[config.mk]
export PLATFORM = sky130hd
export DESIGN_NAME = pipe_memory_writeback
export DESIGN_NICKNAME = d
export VERILOG_FILES = /design/src/rtl/pipe_memory_writeback.sv
export SDC_FILE = /design/constraint.sdc
export NUM_CORES = 1
export LEC_CHECK = 0
export BUFFER_PORTS_ARGS = -buffer_cell sky130_fd_sc_hd__buf_2
export CAP_MARGIN = 40
export CELL_PAD_IN_SITES_DETAIL_PLACEMENT = 0
export CELL_PAD_IN_SITES_GLOBAL_PLACEMENT = 1
export CORE_MARGIN = 5
export CORE_UTILIZATION = 39
export DETAILED_ROUTE_END_ITERATION = 12
export PLACE_DENSITY = 0.87
export RECOVER_POWER = 25
export SYNTH_ARGS = -nofsm -noshare
export SYNTH_HDL_FRONTEND = slang
export SYNTH_SLANG_ARGS = --single-unit
[constraint.sdc]
create_clock -name clk -period 5.7 [get_ports clk]
set_clock_uncertainty 0.05 [all_clocks]
set_input_delay 0.57 -clock clk [delete_from_list [all_inputs] [get_ports clk]]
set_output_delay 0.57 -clock clk [all_outputs]
set_load 0.01 [all_outputs]
[src/rtl/pipe_memory_writeback.sv]
// Memory/writeback stage: runs the data-bus access for loads and stores,
// aligns and extends load data, and issues the single register-file write
// for the retiring instruction. Holds the pipe while a bus access is open.
module pipe_memory_writeback #(
    parameter int TIMEOUT_CYCLES = 255,
    parameter int TIMEOUT_WIDTH  = 8
) (
    input  logic        clk,
    input  logic        rst,
    input  logic        stepPipe,
    input  logic [31:0] currentInstruction,
    input  logic        operationResultStoreEnable,
    input  logic [31:0] operationResult,
    input  logic        memoryEnable,
    input  logic        memoryWriteEnable,
    input  logic [3:0]  memoryByteSelect,
    input  logic [31:0] memoryAddress,
    input  logic [31:0] fullMemoryAddress,
    input  logic [31:0] memoryWriteData,
    output logic [31:0] busAddress,
    output logic        busEnable,
    output logic        busWriteEnable,
    output logic [3:0]  busByteSelect,
    output logic [31:0] busDataWrite,
    input  logic [31:0] busDataRead,
    input  logic        busBusy,
    output logic        currentPipeStall,
    output logic        active,
    output logic        registerWriteEnable,
    output logic [4:0]  registerWriteAddress,
    output logic [31:0] registerWriteData,
    output logic        loadStoreTimeout
);

    typedef enum logic [1:0] {IDLE, REQUEST, WRITEBACK} stateT;

    stateT state;
    stateT nextState;

    // Instruction fields captured on acceptance (stage p0) and load data (p1)
    logic [4:0]  rdP0;
    logic [2:0]  funct3P0;
    logic [31:0] resultP0;
    logic        writeP0;
    logic        isLoadP0;
    logic [3:0]  byteSelP0;
    logic [31:0] addrP0;
    logic [1:0]  offsetP0;
    logic [31:0] writeDataP0;
    logic [31:0] readDataP1;

    logic [TIMEOUT_WIDTH-1:0] timeoutCount;
    logic [TIMEOUT_WIDTH-1:0] countNext;
    logic                     accept;
    logic                     expire;

    // Instruction bits and address bits this stage never looks at
    logic unusedInputs;
    assign unusedInputs = ^{currentInstruction[31:15], currentInstruction[6:0],
                            fullMemoryAddress[31:2]};

    // A new instruction is taken whenever the stage is not stalled
    assign accept    = stepPipe && (state != REQUEST);
    assign countNext = timeoutCount + TIMEOUT_WIDTH'(1);
    assign expire    = busBusy && (countNext == TIMEOUT_WIDTH'(TIMEOUT_CYCLES));

    // Shift the read word down to the addressed byte, then extend per funct3
    function automatic logic [31:0] loadAlign(input logic [31:0] raw,
                                              input logic [1:0]  offset,
                                              input logic [2:0]  funct3);
        logic        [31:0] shifted;
        logic signed [7:0]  sByte;
        logic signed [15:0] sHalf;
        shifted = raw >> {offset, 3'b000};
        sByte   = shifted[7:0];
        sHalf   = shifted[15:0];
        case (funct3)
            3'b000:  loadAlign = 32'(sByte);
            3'b001:  loadAlign = 32'(sHalf);
            3'b010:  loadAlign = shifted;
            3'b100:  loadAlign = {24'd0, shifted[7:0]};
            3'b101:  loadAlign = {16'd0, shifted[15:0]};
            default: loadAlign = 32'd0;
        endcase
    endfunction

    // Control state: FSM, active flag, timeout counter and timeout pulse
    always_ff @(posedge clk or negedge rst) begin
        if (!rst) begin
            state            <= IDLE;
            active           <= 1'b0;
            loadStoreTimeout <= 1'b0;
            timeoutCount     <= '0;
        end else begin
            state            <= nextState;
            active           <= accept || (nextState != IDLE);
            loadStoreTimeout <= (state == REQUEST) && expire;
            if (accept && memoryEnable) begin
                timeoutCount <= '0;
            end else if ((state == REQUEST) && busBusy) begin
                timeoutCount <= countNext;
            end
        end
    end

    // Datapath capture: instruction latches on accept, read data on completion
    always_ff @(posedge clk) begin
        if (accept) begin
            rdP0        <= currentInstruction[11:7];
            funct3P0    <= currentInstruction[14:12];
            resultP0    <= operationResult;
            writeP0     <= memoryWriteEnable;
            isLoadP0    <= memoryEnable && !memoryWriteEnable;
            byteSelP0   <= memoryByteSelect;
            addrP0      <= memoryAddress;
            offsetP0    <= fullMemoryAddress[1:0];
            writeDataP0 <= memoryWriteData;
        end
        if ((state == REQUEST) && !busBusy) begin
            readDataP1 <= busDataRead;
        end
    end

    // Next-state decode and state-derived bus / register-file outputs
    always_comb begin
        nextState            = state;
        busEnable            = 1'b0;
        busWriteEnable       = 1'b0;
        busAddress           = '0;
        busByteSelect        = '0;
        busDataWrite         = '0;
        currentPipeStall     = 1'b0;
        registerWriteEnable  = 1'b0;
        registerWriteAddress = '0;
        registerWriteData    = '0;
        case (state)
            IDLE, WRITEBACK: begin
                if (state == WRITEBACK) begin
                    registerWriteEnable  = (rdP0 != 5'd0);
                    registerWriteAddress = rdP0;
                    registerWriteData    = isLoadP0 ? loadAlign(readDataP1, offsetP0, funct3P0)
                                                    : resultP0;
                end
                nextState = IDLE;
                if (accept) begin
                    if (memoryEnable) begin
                        nextState = REQUEST;
                    end else if (operationResultStoreEnable) begin
                        nextState = WRITEBACK;
                    end
                end
            end
            REQUEST: begin
                busEnable        = 1'b1;
                busWriteEnable   = writeP0;
                busAddress       = addrP0;
                busByteSelect    = byteSelP0;
                busDataWrite     = writeDataP0;
                currentPipeStall = 1'b1;
                if (!busBusy) begin
                    nextState = writeP0 ? IDLE : WRITEBACK;
                end else if (expire) begin
                    nextState = IDLE;
                end
            end
            default: nextState = IDLE;
        endcase
    end

endmodule
==> results of run 1 <==
[stage by stage]
step | util | area [sq um] | worst slack [ps] | total power [mW]
after detailed placement | 0.4884 | 8389 | 2939 | 2.526
after global routing | 0.5221 | 8969 | 2363 | 3.781
final | 0.5221 | 8969 | 2516 | 3.577
after floorplan | - | 6800 | 1980 | 2.126
after global placement | 0.4829 | 8294 | 2459 | 2.488
after CTS | 0.5221 | 8969 | 2477 | 3.623
[worst reg2reg max path: stages (launching register included)]
cell	delay [ps]
dfrtp_1	440
nand2b_1	230
and2_4	490
buf_4	620
[state kept, by name, summed over array words and instances (netlist names), 2 cells and up]
register / flops
resultP0: 32
readDataP1: 32
writeDataP0: 32
timeoutCount: 8
rdP0: 5
byteSelP0: 4
addrP0: 32
state: 2
offsetP0: 2
funct3P0: 3
[logic make-up after synthesis]
group | after synthesis | synth area share
xor+xnor | 2 | 0.002576
flops | 156 | 0.6800
simple gates | 165 | 0.1430
compound gates | 107 | 0.1165
buf+inv | 32 | 0.02098
fa+ha+maj | 2 | 0.003679
mux | 20 | 0.03330
[cell usage after synthesis, types with 7 or more instances]
master	count
nand2b_1	12
clkbuf_1	21
a21oi_1	22
nand3_1	12
and2_1	77
mux2i_1	17
a32oi_1	7
o21ai_0	15
edfxtp_1	144
a211oi_1	8
nor2_1	12
a211o_1	7
o21ai_1	13
nor2b_1	12
dfrtp_1	12
nand2_1	25
a221oi_2	8
o2bb2ai_1	7
a21boi_0	8
[power by group]
group,internal (mW),switching (mW)
Clock,0.580,0.506
Sequential,1.48,0.0866
Combinational,0.358,0.565
Total,2.42,1.16
[cell type report]
cell class / instances / area [sq um] / share of cell area
well taps: 225 / 281.5 / 0.03139
clock inverters: 15 / 143.9 / 0.01604
repair buffers: 269 / 1439 / 0.1604
inverters: 3 / 11.26 / 0.001256
clock buffers: 17 / 425.4 / 0.04743
multi-input cells: 296 / 2043 / 0.2278
flip-flops and latches: 156 / 4624 / 0.5156
[path summary, 6_finish.rpt]
path / from / slack [ps] / end
worst max-delay path: offsetP0[1] / 2520 / registerWriteData[31]
worst min-delay path: memoryAddress[19] / 270 / addrP0[19]
worst max register to register: state[0] / 3490 / funct3P0[0]
worst min register to register: timeoutCount[7] / 470 / timeoutCount[7]
max in group asynchronous: rst / 4840 / timeoutCount[3]
min in group asynchronous: rst / 530 / timeoutCount[2]
[routing by layer]
layer  up-vias  track usage  share of wire
met3        45      0.08804           0.12
li1       2347            -              -
met5         -            0         0.0028
met4         8      0.07525          0.023
met1      2349       0.2186           0.37
met2       269       0.3093           0.48
[timing repair]
item | 4_1_cts | 5_1_grt
setup buffers | 0 | 0
hold endpoints to repair | 12 | 0
hold buffers | 1 | 0
==> metrics.txt, run 1 <==
Hold Path Class primary input to flop; die height 142.0 um; Synth Flop Type edfxtp_1; top-area cell type share of the netlist area 0.6359; vias in the first global route 5089; WS Path Type flop to output port; number of DRC markers in iteration 0 298; CTS Buf Count 17; final hold slack 266.7 ps; H-tree Lvls 4; max incr delay on CP 550 ps; Arrival @ worst endpoint 2560 ps; DRC Markers 0; CP top delay family compound AO/OA/AOI/OAI gates; net count after synthesis 689; largest net degree at the start of global routing 73; Resize count post-CTS 0; final wirelength 19.42 mm; Synth Cell Area 6800 sq um; Ys Warns 0; Max Slew Vio Count 0; endpoint type of the worst setup path output port; Lkg Pwr 3.774 nW; root buffer cell clkbuf_16; CP cell instances mux4_2 -> a2bb2oi_2 -> nand2_4 -> a221oi_2 -> buf_2; Slew headroom 0.4716; n_diodes 0; first-pass iteration count of the detailed router 5; Tmin final 3184 ps; status finished clean; P per Cell Area 398.8 nW/um^2; Hold Path Cell Cnt 1; CP startpoint kind flop; vias per cell 5.115; nets 948; full die area 20180 sq um; total track usage 0.1901; sequential area share after synthesis 0.6800; Mapped Avg Cell Area 14.05 sq um; Core Area 17180 sq um; top cells by area, synth edfxtp_1 (64%), and2_1 (7.1%), dfrtp_1 (4.4%), mux2i_1 (2.5%), a221oi_2 (1.8%); Crit Path Max Fanout 9; total gr overflow 0; total number of vias 5018; highest clock rate 314.0 MHz; IO Pins 314; Setup TNS 0 ps; worst slew pin tran 788.9 ps; Worst R2R Path Depth 3; antenna violations before repair 4; Final Cycle Share 0.5587; dpl hpwl 14.29 mm; # rows 48; share of cells above drive strength 1 0.4220; commonest non-fill, non-tap cell in the layout buf_2; Synth area leader edfxtp_1; Initial Utilization 0.3959; final antenna-violating net count 0; max cap viols 0; CP Data Required Time 5080 ps; RD Place Congestion 0.8517; unrepaired setup endpoints after global routing false; CTS tree done; Fin. Hold Viols 0; Fill cells 1534; Sink Count 156; Crit-path slowest cell edfxtp_1; Final setup viols 0; wire length per cell 19.80 um; port bufs 259; maximum VDD drop 0.0002314 V; Die X 142.0 um; count of cell types in the netlist 50; CP bufs+invs 1; worst skew pair latency 420 ps; Area growth syn-to-layout 31.89%; Critical Path Stages 5; final std cells w/o fill 981; FFs w/ async S/R, synth 0.07692; dpl cells 948; cell count after synthesis 484; CTS max path bufs 2; Worst-path clk slew 70 ps; first-pass GRT wire length 28.52 mm; commonest non-fill, non-tap cells in the layout buf_2 (259), edfxtp_1 (144), and2_1 (76), nand2_1 (25), a21oi_1 (22); Post-synth EDFFs 144; Synth Register Bits 156
No activity file was read; power rests on OpenSTA's default activity.
==> run 2, diff against run 1 <==
--- a/config.mk
+++ b/config.mk
@@ -10,9 +10,9 @@
 export CELL_PAD_IN_SITES_DETAIL_PLACEMENT = 0
 export CELL_PAD_IN_SITES_GLOBAL_PLACEMENT = 1
 export CORE_MARGIN = 5
-export CORE_UTILIZATION = 39
+export CORE_UTILIZATION = 33
 export DETAILED_ROUTE_END_ITERATION = 12
-export PLACE_DENSITY = 0.87
+export PLACE_DENSITY = 0.79
 export RECOVER_POWER = 25
 export SYNTH_ARGS = -nofsm -noshare
 export SYNTH_HDL_FRONTEND = slang
==> constraint.sdc (replaced) <==
create_clock -name clk -period 2.91 [get_ports clk]
set_clock_uncertainty 0.05 [all_clocks]
set_input_delay 0.291 -clock clk [delete_from_list [all_inputs] [get_ports clk]]
set_output_delay 0.291 -clock clk [all_outputs]
set_load 0.01 [all_outputs]
==> metrics.txt, run 2 (same netlist as run 1, synthesis figures left out) <==
CP top delay family simple AND/OR/NAND/NOR gates; CTS tree done; Die X 153.6 um; Max Slew Vio Count 0; Worst-path clk slew 60 ps; register area 4624 sq um; final antenna-violating net count 0; total track usage 0.1872; # rows 52; Lkg Pwr 4.347 nW; dpl cells 996; status finished clean; final hold slack 53.22 ps; highest clock rate 371.2 MHz; worst slew pin tran 690.0 ps; total design power 7.431 mW; RD Place Congestion 0.7685; full die area 23580 sq um; max incr delay on CP 690 ps; Setup TNS 0 ps; endpoint type of the worst setup path output port; Core Area 20230 sq um; port bufs 259; Slew headroom 0.5400; Sink Count 156; first-pass iteration count of the detailed router 4; final std cells w/o fill 1171; CP cell instances or4b_4 -> nor2_8 -> a21boi_0 -> a221oi_2 -> buf_2; CP bufs+invs 1; wire length per cell 18.71 um; P per Cell Area 711.5 nW/um^2; DRC Markers 0; vias per cell 4.679; max cap viols 0; unrepaired setup endpoints after global routing false; maximum VDD drop 0.0005627 V; die height 153.6 um; Initial Utilization 0.3361; Crit Path Max Fanout 9; CTS Buf Count 17; IO Pins 314; Area growth syn-to-layout 53.60%; commonest non-fill, non-tap cell in the layout buf_2; nets 1091; H-tree Lvls 4; Fin. Hold Viols 0; largest net degree at the start of global routing 73; WS Path Type flop to output port; first-pass GRT wire length 34.36 mm; CP Data Required Time 2570 ps; Fill cells 1725; CP startpoint kind flop; antenna violations before repair 4; number of DRC markers in iteration 0 239; Hold Path Class primary input to flop; Final setup viols 0; worst skew pair latency 420 ps; total gr overflow 0; Crit-path slowest cell or4b_4; area of the multi-input gates 2054 sq um; Arrival @ worst endpoint 2350 ps; root buffer cell clkbuf_16; commonest non-fill, non-tap cells in the layout buf_2 (243), edfxtp_1 (144), dlygate4sd3_1 (139), and2_1 (76), nand2_1 (25); vias in the first global route 6056; CTS max path bufs 2; dpl hpwl 14.46 mm; share of cells above drive strength 1 0.3441; Final Cycle Share 0.9258; Tmin final 2694 ps; final wirelength 21.91 mm; total number of vias 5479
-- run 2: changes by cell type in the layout (fill, tap and decap cells not counted), sizes merged --
| cell | change |
|---|---|
| clkbuf | +15 |
| dlygate4sd3 | +138 |
| inv | -1 |
| bufinv | +3 |
| buf | -10 |
| diode | +3 |
| clkinv | -3 |
-- run 2: timing repair --
action                                  4_1_cts  5_1_grt
setup buffers                                 0        2
hold endpoints to repair                    149        1
hold buffers                                138        1
endpoints found under the setup margin        0       10
gates resized for setup                       0        1
-- run 2: final cells by class --
class,instances,area share
Antenna cell,3,0.0007187
Sequential cell,156,0.4427
Multi-Input combinational cell,296,0.1967
Tap cell,270,0.03234
Clock inverter,14,0.01881
Timing Repair Buffer,412,0.2669
Clock buffer,17,0.04073
Inverter,3,0.001078
-- run 2: per-stage QoR --
| step | instance area (sq um) | setup slack (ps) | util |
|---|---|---|---|
| floorplan | 6802 | 448.0 | - |
| global route | 10450 | 16.74 | 0.5162 |
| finish | 10450 | 215.8 | 0.5162 |
| CTS | 10420 | 12.08 | 0.5149 |
| global placement | 8416 | 519.0 | 0.4159 |
| detailed placement | 8416 | 476.4 | 0.4159 |
-- run 2: path summary, 6_finish.rpt --
| kind | from | end | slack [ps] | depth (start not counted) |
|---|---|---|---|---|
| worst min register to register | timeoutCount[7] | timeoutCount[7] | 460 | 1 |
| worst max register to register | state[0] | writeDataP0[6] | 1100 | 3 |
| max in group asynchronous | rst | timeoutCount[2] | 2000 | 2 |
| worst max-delay path | offsetP0[1] | registerWriteData[27] | 220 | 5 |
| worst min-delay path | operationResult[17] | resultP0[17] | 50 | 1 |
| min in group asynchronous | rst | timeoutCount[5] | 370 | 2 |
-- run 2: report_power, final --
part | switching [mW] | total, mW | leakage, nW | internal [mW]
sequential | 0.171 | 3.07 | 1.52 | 2.90
clock | 1.00 | 2.39 | 0.301 | 1.39
combinational | 1.16 | 1.97 | 2.53 | 0.813
total | 2.33 | 7.43 | 4.35 | 5.10
-- run 2: metal layers --
metal / wire length (um) / track usage / up-vias
li1: - / - / 2625
met1: 8278 / 0.2149 / 2605
met2: 11150 / 0.3240 / 218
met3: 2088 / 0.07420 / 29
met4: 391 / 0.05467 / 2
met5: 7 / 0 / -
==> run 3, diff against run 2 <==
==> constraint.sdc (replaced) <==
create_clock -name clk -period 2.91 [get_ports clk]
set_clock_uncertainty 0.05 [all_clocks]
set_input_delay 0 -clock clk [delete_from_list [all_inputs] [get_ports clk]]
set_output_delay 0 -clock clk [all_outputs]
set_load 0.01 [all_outputs]
==> metrics.txt, run 3 (same netlist as run 1, synthesis figures left out) <==
status finished clean; commonest non-fill, non-tap cells in the layout buf_2 (251), dlygate4sd3_1 (149), edfxtp_1 (144), and2_1 (76), nand2_1 (25); CTS max path bufs 2; CTS Hold Bufs 149; highest clock rate 387.4 MHz; total gr overflow 0; worst slew pin tran 804.8 ps; Max Slew Vio Count 0; Worst-path clk slew 80 ps; post-CTS setup buffer count 0; CP top delay family multiplexers; max incr delay on CP 590 ps; first-pass iteration count of the detailed router 7; # rows 52; Die X 153.6 um; antenna violations before repair 1; dpl hpwl 14.60 mm; unrepaired setup endpoints after global routing false; final hold slack 223.2 ps; IO Pins 314; vias per cell 4.729; port bufs 259; final wirelength 22.24 mm; WS Path Type flop to output port; H-tree Lvls 4; Slew headroom 0.4622; commonest non-fill, non-tap cell in the layout buf_2; Placed Area 8416 sq um; maximum VDD drop 0.0004920 V; CTS tree done; CP bufs+invs 2; dpl cells 996; CP Data Required Time 2860 ps; final std cells w/o fill 1178; Setup TNS 0 ps; Crit-path slowest cell mux4_2; max cap viols 0; post-route cell area 10500 sq um; total number of vias 5571; CP startpoint kind flop; CP cell instances buf_4 -> mux4_2 -> and3b_1 -> a21oi_1 -> o21ai_0 -> buf_2; P per Cell Area 693.2 nW/um^2; number of DRC markers in iteration 0 221; largest net degree at the start of global routing 73; post-layout util 0.5189; die height 153.6 um; Resize count post-CTS 0; worst skew pair latency 430 ps; endpoint type of the worst setup path output port; total track usage 0.1880; Crit Path Max Fanout 23; Lkg Pwr 4.388 nW; Core Area 20230 sq um; share of cells above drive strength 1 0.3473; nets 1099; Sink Count 156; Hold Path Class primary input to flop; root buffer cell clkbuf_16; vias in the first global route 6081; Final Cycle Share 0.8871; full die area 23580 sq um; RD Place Congestion 0.7917; first-pass GRT wire length 34.53 mm; DRC Markers 0; Arrival @ worst endpoint 2530 ps; CTS Buf Count 17; wire length per cell 18.88 um; Initial Utilization 0.3361; Area growth syn-to-layout 54.39%; Final setup viols 0; Fin. Hold Viols 0; final antenna-violating net count 0; Tmin final 2582 ps
==> run 3: cell types whose count changed in the layout (fill, tap and decap cells not counted), sizes merged, moves of 3 or more <==
cell         previous run  this run
dlygate4sd3           139       149
bufinv                  3         0
buf                   258       263
clkinv                  0         8
clkbuf                 32        25
==> run 3: worst reg2reg max path, cell delays in order, from the launching register on <==
cell	delay, ps
dfrtp_1	440
nand2b_1	240
and2_4	420
buf_4	380
==> run 3: metrics by stage <==
| step | power, mW | setup WS [ps] |
|---|---|---|
| 2_1_floorplan | 4.145 | 448.0 |
| 3_3_place_gp | 4.918 | 828.1 |
| 3_5_place_dp | 4.929 | 797.5 |
| 4_1_cts | 7.323 | 318.8 |
| 5_1_grt | 7.661 | 157.4 |
| 6_report | 7.278 | 328.4 |
==> run 3: layout make-up <==
| class | count | area, sq um |
|---|---|---|
| Fill cell | 1712 | 9736 |
| Antenna cell | 1 | 2.502 |
| Clock buffer | 17 | 425.4 |
| Inverter | 3 | 11.26 |
| Sequential cell | 156 | 4624 |
| Tap cell | 270 | 337.8 |
| Multi-Input combinational cell | 296 | 2043 |
| Timing Repair Buffer | 420 | 2882 |
| Clock inverter | 15 | 172.7 |
==> run 3: path summary, 6_finish.rpt <==
path	endpoint	startpoint	cells after the start	slack, ps
max	registerWriteData[8]	offsetP0[1]	6	330
min	addrP0[28]	memoryAddress[28]	2	220
max reg2reg	addrP0[14]	state[0]	3	1040
min reg2reg	timeoutCount[7]	timeoutCount[7]	1	490
max in group asynchronous	timeoutCount[2]	rst	3	1850
min in group asynchronous	loadStoreTimeout	rst	3	570
==> run 3: routing by layer <==
| metal | routed length [um] | vias to the layer above | track usage |
|---|---|---|---|
| met2 | 11460 | 231 | 0.3307 |
| met1 | 8457 | 2667 | 0.2153 |
| met3 | 1902 | 30 | 0.06886 |
| met5 | 0 | - | 0 |
| met4 | 423 | 0 | 0.05425 |
| li1 | - | 2643 | - |
==> run 3: report_power, final <==
group	total, mW	leakage [nW]	internal [mW]	switching [mW]
Combinational	1.98	2.57	0.817	1.16
Sequential	3.08	1.52	2.90	0.181
Clock	2.22	0.292	1.16	1.06
Total	7.28	4.39	4.87	2.41
